`src/rtl/tour_pkg.sv`:
```
// Shared types and constants for the knight-tour move sequencer.
package tour_pkg;
  typedef enum logic [2:0] {IDLE, VERT, WAIT_V, HORZ, WAIT_H} seq_state_t;

  localparam logic [7:0] HDG_N = 8'h00;
  localparam logic [7:0] HDG_S = 8'h7F;
  localparam logic [7:0] HDG_W = 8'h3F;
  localparam logic [7:0] HDG_E = 8'hBF;

  localparam logic [3:0] OP_MOVE    = 4'h2;
  localparam logic [3:0] OP_FANFARE = 4'h3;

  localparam logic [7:0] RESP_POS  = 8'hA5;
  localparam logic [7:0] RESP_MOVE = 8'h5A;

  typedef struct packed {
    logic signed [3:0] dx;
    logic signed [3:0] dy;
  } delta_t;

  // Each case value is {dx,dy} as two signed nibbles; non-one-hot words map to zero.
  function automatic delta_t move_delta(input logic [7:0] m);
    delta_t d;
    d = '0;
    case (m)
      8'h01: d = 8'h12;
      8'h02: d = 8'hF2;
      8'h04: d = 8'hE1;
      8'h08: d = 8'hEF;
      8'h10: d = 8'hFE;
      8'h20: d = 8'h1E;
      8'h40: d = 8'h2F;
      8'h80: d = 8'h21;
      default: d = '0;
    endcase
    return d;
  endfunction
endpackage

```
`src/rtl/tour_move_sequencer_if.sv`:
```
// Command/response path shared between cmd_proc, the UART wrapper and the sequencer.
interface tour_move_sequencer_if;
  logic [15:0] cmd_UART;
  logic        cmd_rdy_UART;
  logic        clr_cmd_rdy;
  logic        send_resp;
  logic [15:0] cmd;
  logic        cmd_rdy;
  logic [7:0]  resp;

  modport master (output cmd_UART, cmd_rdy_UART, clr_cmd_rdy, send_resp,
                  input  cmd, cmd_rdy, resp);
  modport slave  (input  cmd_UART, cmd_rdy_UART, clr_cmd_rdy, send_resp,
                  output cmd, cmd_rdy, resp);
endinterface

```
`src/rtl/tour_move_sequencer_move_decode.sv`:
```
// Combinational one-hot knight move to signed (dx,dy) plus legality flag.
module move_decode
  import tour_pkg::*;
(
  input  logic [7:0]        move,
  output logic signed [3:0] dx,
  output logic signed [3:0] dy,
  output logic              valid
);
  delta_t d;

  assign d     = move_delta(move);
  assign dx    = d.dx;
  assign dy    = d.dy;
  assign valid = $onehot(move);
endmodule

```
`src/rtl/tour_move_sequencer.sv`:
```
// Replays a solved knight tour as vertical-then-horizontal cmd_proc legs,
// owning the cmd path while active and tracking the knight's coordinates.
module tour_move_sequencer
  import tour_pkg::*;
#(
  parameter int NUM_MOVES = 24,
  parameter int BRD_MAX   = 4
) (
  input  logic                      clk,
  input  logic                      rst,
  input  logic                      start_tour,
  input  logic [2:0]                x_start,
  input  logic [2:0]                y_start,
  input  logic [7:0]                move,
  output logic [4:0]                mv_indx,
  tour_move_sequencer_if.slave      bus,
  output logic                      tour_active,
  output logic [2:0]                cur_x,
  output logic [2:0]                cur_y,
  output logic                      mv_err
);
  localparam logic [4:0]        LAST = 5'(NUM_MOVES - 1);
  localparam logic signed [3:0] BMAX = 4'(BRD_MAX);

  seq_state_t        state;
  logic signed [3:0] dx, dy, nx, ny;
  logic              valid, last;
  logic [15:0]       cmd_int;
  logic              cmd_rdy_int;

  move_decode u_dec (.move(move), .dx(dx), .dy(dy), .valid(valid));

  function automatic logic [3:0] mag(input logic signed [3:0] v);
    return v[3] ? 4'(-v) : v;
  endfunction

  function automatic logic off_brd(input logic signed [3:0] v);
    return (v < 4'sd0) || (v > BMAX);
  endfunction

  assign last = (mv_indx == LAST);
  assign nx   = $signed({1'b0, cur_x}) + dx;
  assign ny   = $signed({1'b0, cur_y}) + dy;

  assign bus.cmd     = tour_active ? cmd_int     : bus.cmd_UART;
  assign bus.cmd_rdy = tour_active ? cmd_rdy_int : bus.cmd_rdy_UART;
  assign bus.resp    = (!tour_active || (state == WAIT_H && last)) ? RESP_POS : RESP_MOVE;

  always_ff @(posedge clk or posedge rst) begin
    if (rst) begin
      state       <= IDLE;
      mv_indx     <= '0;
      cur_x       <= '0;
      cur_y       <= '0;
      cmd_int     <= '0;
      cmd_rdy_int <= 1'b0;
      tour_active <= 1'b0;
      mv_err      <= 1'b0;
    end else begin
      mv_err <= 1'b0;
      case (state)
        IDLE: if (start_tour) begin
          cur_x       <= x_start;
          cur_y       <= y_start;
          mv_indx     <= '0;
          tour_active <= 1'b1;
          state       <= VERT;
        end
        VERT: if (!valid) begin
          mv_err      <= 1'b1;
          tour_active <= 1'b0;
          cmd_rdy_int <= 1'b0;
          state       <= IDLE;
        end else begin
          cmd_int <= {OP_MOVE, dy[3] ? HDG_S : HDG_N, mag(dy)};
          // A take only counts once cmd_rdy is visible to cmd_proc.
          if (cmd_rdy_int && bus.clr_cmd_rdy) begin
            cmd_rdy_int <= 1'b0;
            state       <= WAIT_V;
          end else cmd_rdy_int <= 1'b1;
        end
        WAIT_V: if (bus.send_resp) begin
          cur_y  <= ny[2:0];
          mv_err <= off_brd(ny);
          state  <= HORZ;
        end
        HORZ: begin
          cmd_int <= {last ? OP_FANFARE : OP_MOVE, dx[3] ? HDG_W : HDG_E, mag(dx)};
          if (cmd_rdy_int && bus.clr_cmd_rdy) begin
            cmd_rdy_int <= 1'b0;
            state       <= WAIT_H;
          end else cmd_rdy_int <= 1'b1;
        end
        WAIT_H: if (bus.send_resp) begin
          cur_x  <= nx[2:0];
          mv_err <= off_brd(nx);
          if (last) begin
            tour_active <= 1'b0;
            state       <= IDLE;
          end else begin
            mv_indx <= mv_indx + 5'd1;
            state   <= VERT;
          end
        end
        default: state <= IDLE;
      endcase
    end
  end
endmodule
```
`src/flat_wrapper.sv`:
```
// flat-port wrapper written by rule: the top's interface ports become plain ports
module tour_move_sequencer_flat import tour_pkg::*;
#(
  parameter int NUM_MOVES = 24,
  parameter int BRD_MAX   = 4
)
  (clk, rst, start_tour, x_start, y_start, move, mv_indx, tour_active, cur_x, cur_y, mv_err, bus_cmd_UART, bus_cmd_rdy_UART, bus_clr_cmd_rdy, bus_send_resp, bus_cmd, bus_cmd_rdy, bus_resp);
  tour_move_sequencer_if bus_i ();
  input  logic clk;
  input  logic rst;
  input  logic start_tour;
  input  logic [2:0] x_start;
  input  logic [2:0] y_start;
  input  logic [7:0] move;
  output logic [4:0] mv_indx;
  output logic tour_active;
  output logic [2:0] cur_x;
  output logic [2:0] cur_y;
  output logic mv_err;
  input wire logic [$bits(bus_i.cmd_UART)-1:0] bus_cmd_UART;
  input wire logic [$bits(bus_i.cmd_rdy_UART)-1:0] bus_cmd_rdy_UART;
  input wire logic [$bits(bus_i.clr_cmd_rdy)-1:0] bus_clr_cmd_rdy;
  input wire logic [$bits(bus_i.send_resp)-1:0] bus_send_resp;
  output wire logic [$bits(bus_i.cmd)-1:0] bus_cmd;
  output wire logic [$bits(bus_i.cmd_rdy)-1:0] bus_cmd_rdy;
  output wire logic [$bits(bus_i.resp)-1:0] bus_resp;
  assign bus_i.cmd_UART = bus_cmd_UART;
  assign bus_i.cmd_rdy_UART = bus_cmd_rdy_UART;
  assign bus_i.clr_cmd_rdy = bus_clr_cmd_rdy;
  assign bus_i.send_resp = bus_send_resp;
  assign bus_cmd = bus_i.cmd;
  assign bus_cmd_rdy = bus_i.cmd_rdy;
  assign bus_resp = bus_i.resp;
  tour_move_sequencer #(.NUM_MOVES(NUM_MOVES), .BRD_MAX(BRD_MAX)) u_core (.clk(clk), .rst(rst), .start_tour(start_tour), .x_start(x_start), .y_start(y_start), .move(move), .mv_indx(mv_indx), .bus(bus_i), .tour_active(tour_active), .cur_x(cur_x), .cur_y(cur_y), .mv_err(mv_err));
endmodule
```
`config.mk`:
```
export PLATFORM = sky130hd
export DESIGN_NAME = tour_move_sequencer_flat
export DESIGN_NICKNAME = d
export VERILOG_FILES = /design/src/rtl/tour_pkg.sv /design/src/rtl/tour_move_sequencer_if.sv /design/src/rtl/tour_move_sequencer_move_decode.sv /design/src/rtl/tour_move_sequencer.sv /design/src/flat_wrapper.sv
export SDC_FILE = /design/constraint.sdc
export NUM_CORES = 1
export LEC_CHECK = 0
export BUFFER_PORTS_ARGS = -buffer_cell sky130_fd_sc_hd__buf_4
export CAP_MARGIN = 20
export CORE_MARGIN = 1
export CORE_UTILIZATION = 47
export CTS_CLUSTER_DIAMETER = 80
export DETAILED_ROUTE_END_ITERATION = 10
export PLACE_DENSITY = 0.73
export SLEW_MARGIN = 40
export SYNTH_ARGS = -nofsm -noshare
export SYNTH_HDL_FRONTEND = slang
export SYNTH_SLANG_ARGS = --single-unit
```
`constraint.sdc`:
```
create_clock -name clk -period 2.7 [get_ports clk]
set_input_delay 0.54 -clock clk [delete_from_list [all_inputs] [get_ports clk]]
set_output_delay 0.54 -clock clk [all_outputs]
set_load 0.03 [all_outputs]
```
==> impl_metrics.env <==
export IMPL_avgSynthCellArea_um2=9.02
export IMPL_gp_congestion=0.845
export IMPL_cp_required_ns=2.91
export IMPL_final_core_util=0.701
export IMPL_drc=0
export IMPL_viasPerCell=5.41
export IMPL_maxCapViolCount=0
export IMPL_grt_pass1_vias=2144
export IMPL_cts_root_buf="clkbuf_8"
export IMPL_initial_utilization=0.489
export IMPL_postRouteAntennaNets=0
export IMPL_routedWlPerCell_um=13.7
export IMPL_pwr_share_seq=0.248
export IMPL_worstPathArrival_ns=3.67
export IMPL_clockBufferDepth=2
export IMPL_synth_area_um2=2290
export IMPL_postLayoutCellArea_um2=3290
export IMPL_slew_violations=0
export IMPL_power_density_nw_per_um2=827
export IMPL_path_cells="buf_12 > inv_12 > ha_4 > inv_2 > fa_1 > fa_1 > inv_1 > fa_2 > fa_2 > nor2_2 > a21oi_2 > or3b_4 > or3_4 > a21oi_2"
export IMPL_p_switching_mw=1.31
export IMPL_syn_to_final_growth_pct=43.4
export IMPL_drive_above_1_share=0.458
export IMPL_ys_top_cells_by_area="dfrtp_1 (28%), ha_1 (8.2%), fa_1 (5.2%), inv_1 (4.6%), mux2_2 (4.4%)"
export IMPL_fillCellCount=371
export IMPL_grt_usage=0.229
export IMPL_setup_violations_final=14
export IMPL_pwr_share_clk=0.096
export IMPL_crit_fanout=3
export IMPL_rsz0062_at_grt="yes"
export IMPL_fin_nets=416
export IMPL_violations="setup timing"
export IMPL_period_share=1.28
export IMPL_post_place_cells=407
export IMPL_drtPass1Iterations=4
export IMPL_synthesis_nets=311
export IMPL_synth_cell_type_count=56
export IMPL_mostFrequentLayoutCell="buf_4"
export IMPL_die_area_um2=5160
export IMPL_antenna_found_initial=0
export IMPL_grt_pass1_wl_um=9500
export IMPL_synth_adder_area_share=0.134
export IMPL_hold_path_class="in2async"
export IMPL_syn_inst=254
export IMPL_grt_ovfl_total=0
export IMPL_power_leakage_nw=1.63
export IMPL_combPwrFrac=0.656
export IMPL_cp_end_kind="register"
export IMPL_setup_ws_ns=-0.758
export IMPL_io_buffers=73
export IMPL_core_region_area_um2=4690
export IMPL_layout_common_cells="buf_4 (112), dfrtp_1 (26), inv_1 (25)"
export IMPL_yosys_area_top_type_share=0.284
export IMPL_ys_warn_count=0
export IMPL_ys_flop_type="dfrtp_1"
export IMPL_fin_crit_ns=3.46
export IMPL_layout_cells_non_filler=412
export IMPL_placed_area_um2=3170
export IMPL_clkSinkCount=26
export IMPL_maxSlewHeadroom=0.540
export IMPL_cts_tree="built"
export IMPL_floorplan_die_width_um=71.8
export IMPL_tightest_slew_ns=0.689
export IMPL_io_pins=74
export IMPL_cts_htree_levels=1
export IMPL_rows=25
export IMPL_peakVddDrop_v=0.000503
export IMPL_slowest_stage="fa_1"
export IMPL_finalClockSkew_ns=0.0158
export IMPL_p_total_mw=2.72
export IMPL_synth_top_family_by_area="compound AO/OA/AOI/OAI gates"
export IMPL_antenna_cells=0
export IMPL_ys_seq_elements=26
export IMPL_synth_xor_area_frac=0.0306
export IMPL_dieHeight_um=71.8
export IMPL_grt_start_max_net_pins=27
export IMPL_num_vias=2228
export IMPL_synth_async_reset_ratio=1.00
export IMPL_crit_family="adder cells"
export IMPL_synth_mux_area_frac=0.0595
export IMPL_netSwitchingFraction=0.483
export IMPL_dr_first_iter_drc_count=73
export IMPL_dp_hpwl_um=4560
export IMPL_start_kind="primary input"
export IMPL_clock_latency_ns=0.28
export IMPL_cts_buffers=3
export IMPL_synth_compound_area_share=0.206
export IMPL_hold_viol=0
export IMPL_holdBufCountCts=0
export IMPL_yosysSeqAreaShare=0.284
export IMPL_intPower_mw=1.40
export IMPL_clkTransAtPathRegs_ns=0.10
export IMPL_status="complete, but fails checks"
export IMPL_critical_path_class="in2reg"
export IMPL_wirelength_um=5660
export IMPL_synth_edf_count=0
export IMPL_pre_cts_slack_ns=-1.20
export IMPL_yosysTopAreaCell="dfrtp_1"
export IMPL_crit_buf_inv=4
export IMPL_synthSimpleGateAreaFrac=0.198
export IMPL_critPathMaxStageDelay_ns=0.49
export IMPL_fmax_ghz=0.289
per-stage QoR:
step / TNS, ns / hold slack, ns
3_3_place_gp: -14.21 / 0.452
2_1_floorplan: -10.27 / 0.428
5_1_grt: -11.22 / 0.350
3_5_place_dp: -15.03 / 0.463
6_report: -9.42 / 0.312
4_1_cts: -9.62 / 0.329
cell type report:
cell class | instances | area [um2] | share of cell area
sequential | 26 | 651 | 0.198
tap | 54 | 67.6 | 0.0205
multi-input combinational | 184 | 1510 | 0.459
clock buffer | 4 | 55.1 | 0.0167
timing repair buffer | 114 | 876 | 0.266
inverter | 30 | 130 | 0.0396
registers in the layout, summed over array words and instances, names as in the netlist:
register / count
u_core.cur_y: 3
u_core.mv_indx: 5
u_core.cur_x: 3
u_core.cmd_int: 9
u_core.tour_active: 1
u_core.state: 3
u_core.mv_err: 1
u_core.cmd_rdy_int: 1
final timing paths:
| check | from | end | slack [ns] | cells past startpoint |
|---|---|---|---|---|
| worst min register to register | u_core.cmd_int[13] | u_core.cmd_int[13] | 0.48 | 1 |
| worst min-delay path | rst | u_core.state[1] | 0.31 | 3 |
| worst max register to register | u_core.cur_y[1] | u_core.mv_err | 0.79 | 6 |
| max in group asynchronous | rst | u_core.cmd_rdy_int | 2.12 | 3 |
| min in group clk | u_core.cmd_int[13] | u_core.cmd_int[13] | 0.48 | 1 |
| worst max-delay path | move[1] | u_core.state[1] | -0.76 | 14 |
layer usage:
layer	routed length, um	up-vias	global-route usage
met5	0	-	0
met4	74	0	0.0806
met3	340	8	0.0239
met2	2860	81	0.409
met1	2380	1044	0.288
li1	-	1095	-
kinds of logic after synthesis:
kind of cell / after synthesis
XOR/XNOR: 8
AND/OR/NAND/NOR: 80
buffers and inverters: 44
AO/OA/AOI/OAI: 63
multiplexers: 12
adder cells (fa/ha/maj): 21
flip-flops: 26
synthesized netlist by cell type, drive strengths merged (7+ instances only):
master and number:
and2 7, o21ai 17, inv 30, nor2b 7, mux2 10, buf 11, nand3 7, nor2 14
dfrtp 26, nand2 19, ha 15, a21oi 13
repair_timing:
item	4_1_cts	5_1_grt
resized for setup	9	5
setup buffers	1	0
pin swaps	8	0
setup endpoints to repair	14	15
cloned	0	0
worst reg2reg max path: stages, from the launching register on:
cell and delay (ns):
dfrtp_1 0.44, ha_1 0.32, a21o_1 0.18, a21oi_1 0.18, a21oi_1 0.07, o41ai_1 0.47
o32ai_2 0.14
power by group through the flow:
stage | clock (mW) | sequential (mW) | combinational, mW
global placement | 0 | 0.673 | 1.72
finish | 0.261 | 0.674 | 1.78
CTS | 0.263 | 0.672 | 1.78
detailed placement | 0 | 0.678 | 1.75
global route | 0.282 | 0.698 | 1.92
floorplan | 0 | 0.711 | 1.15
Power figures use the tool's default switching activity.
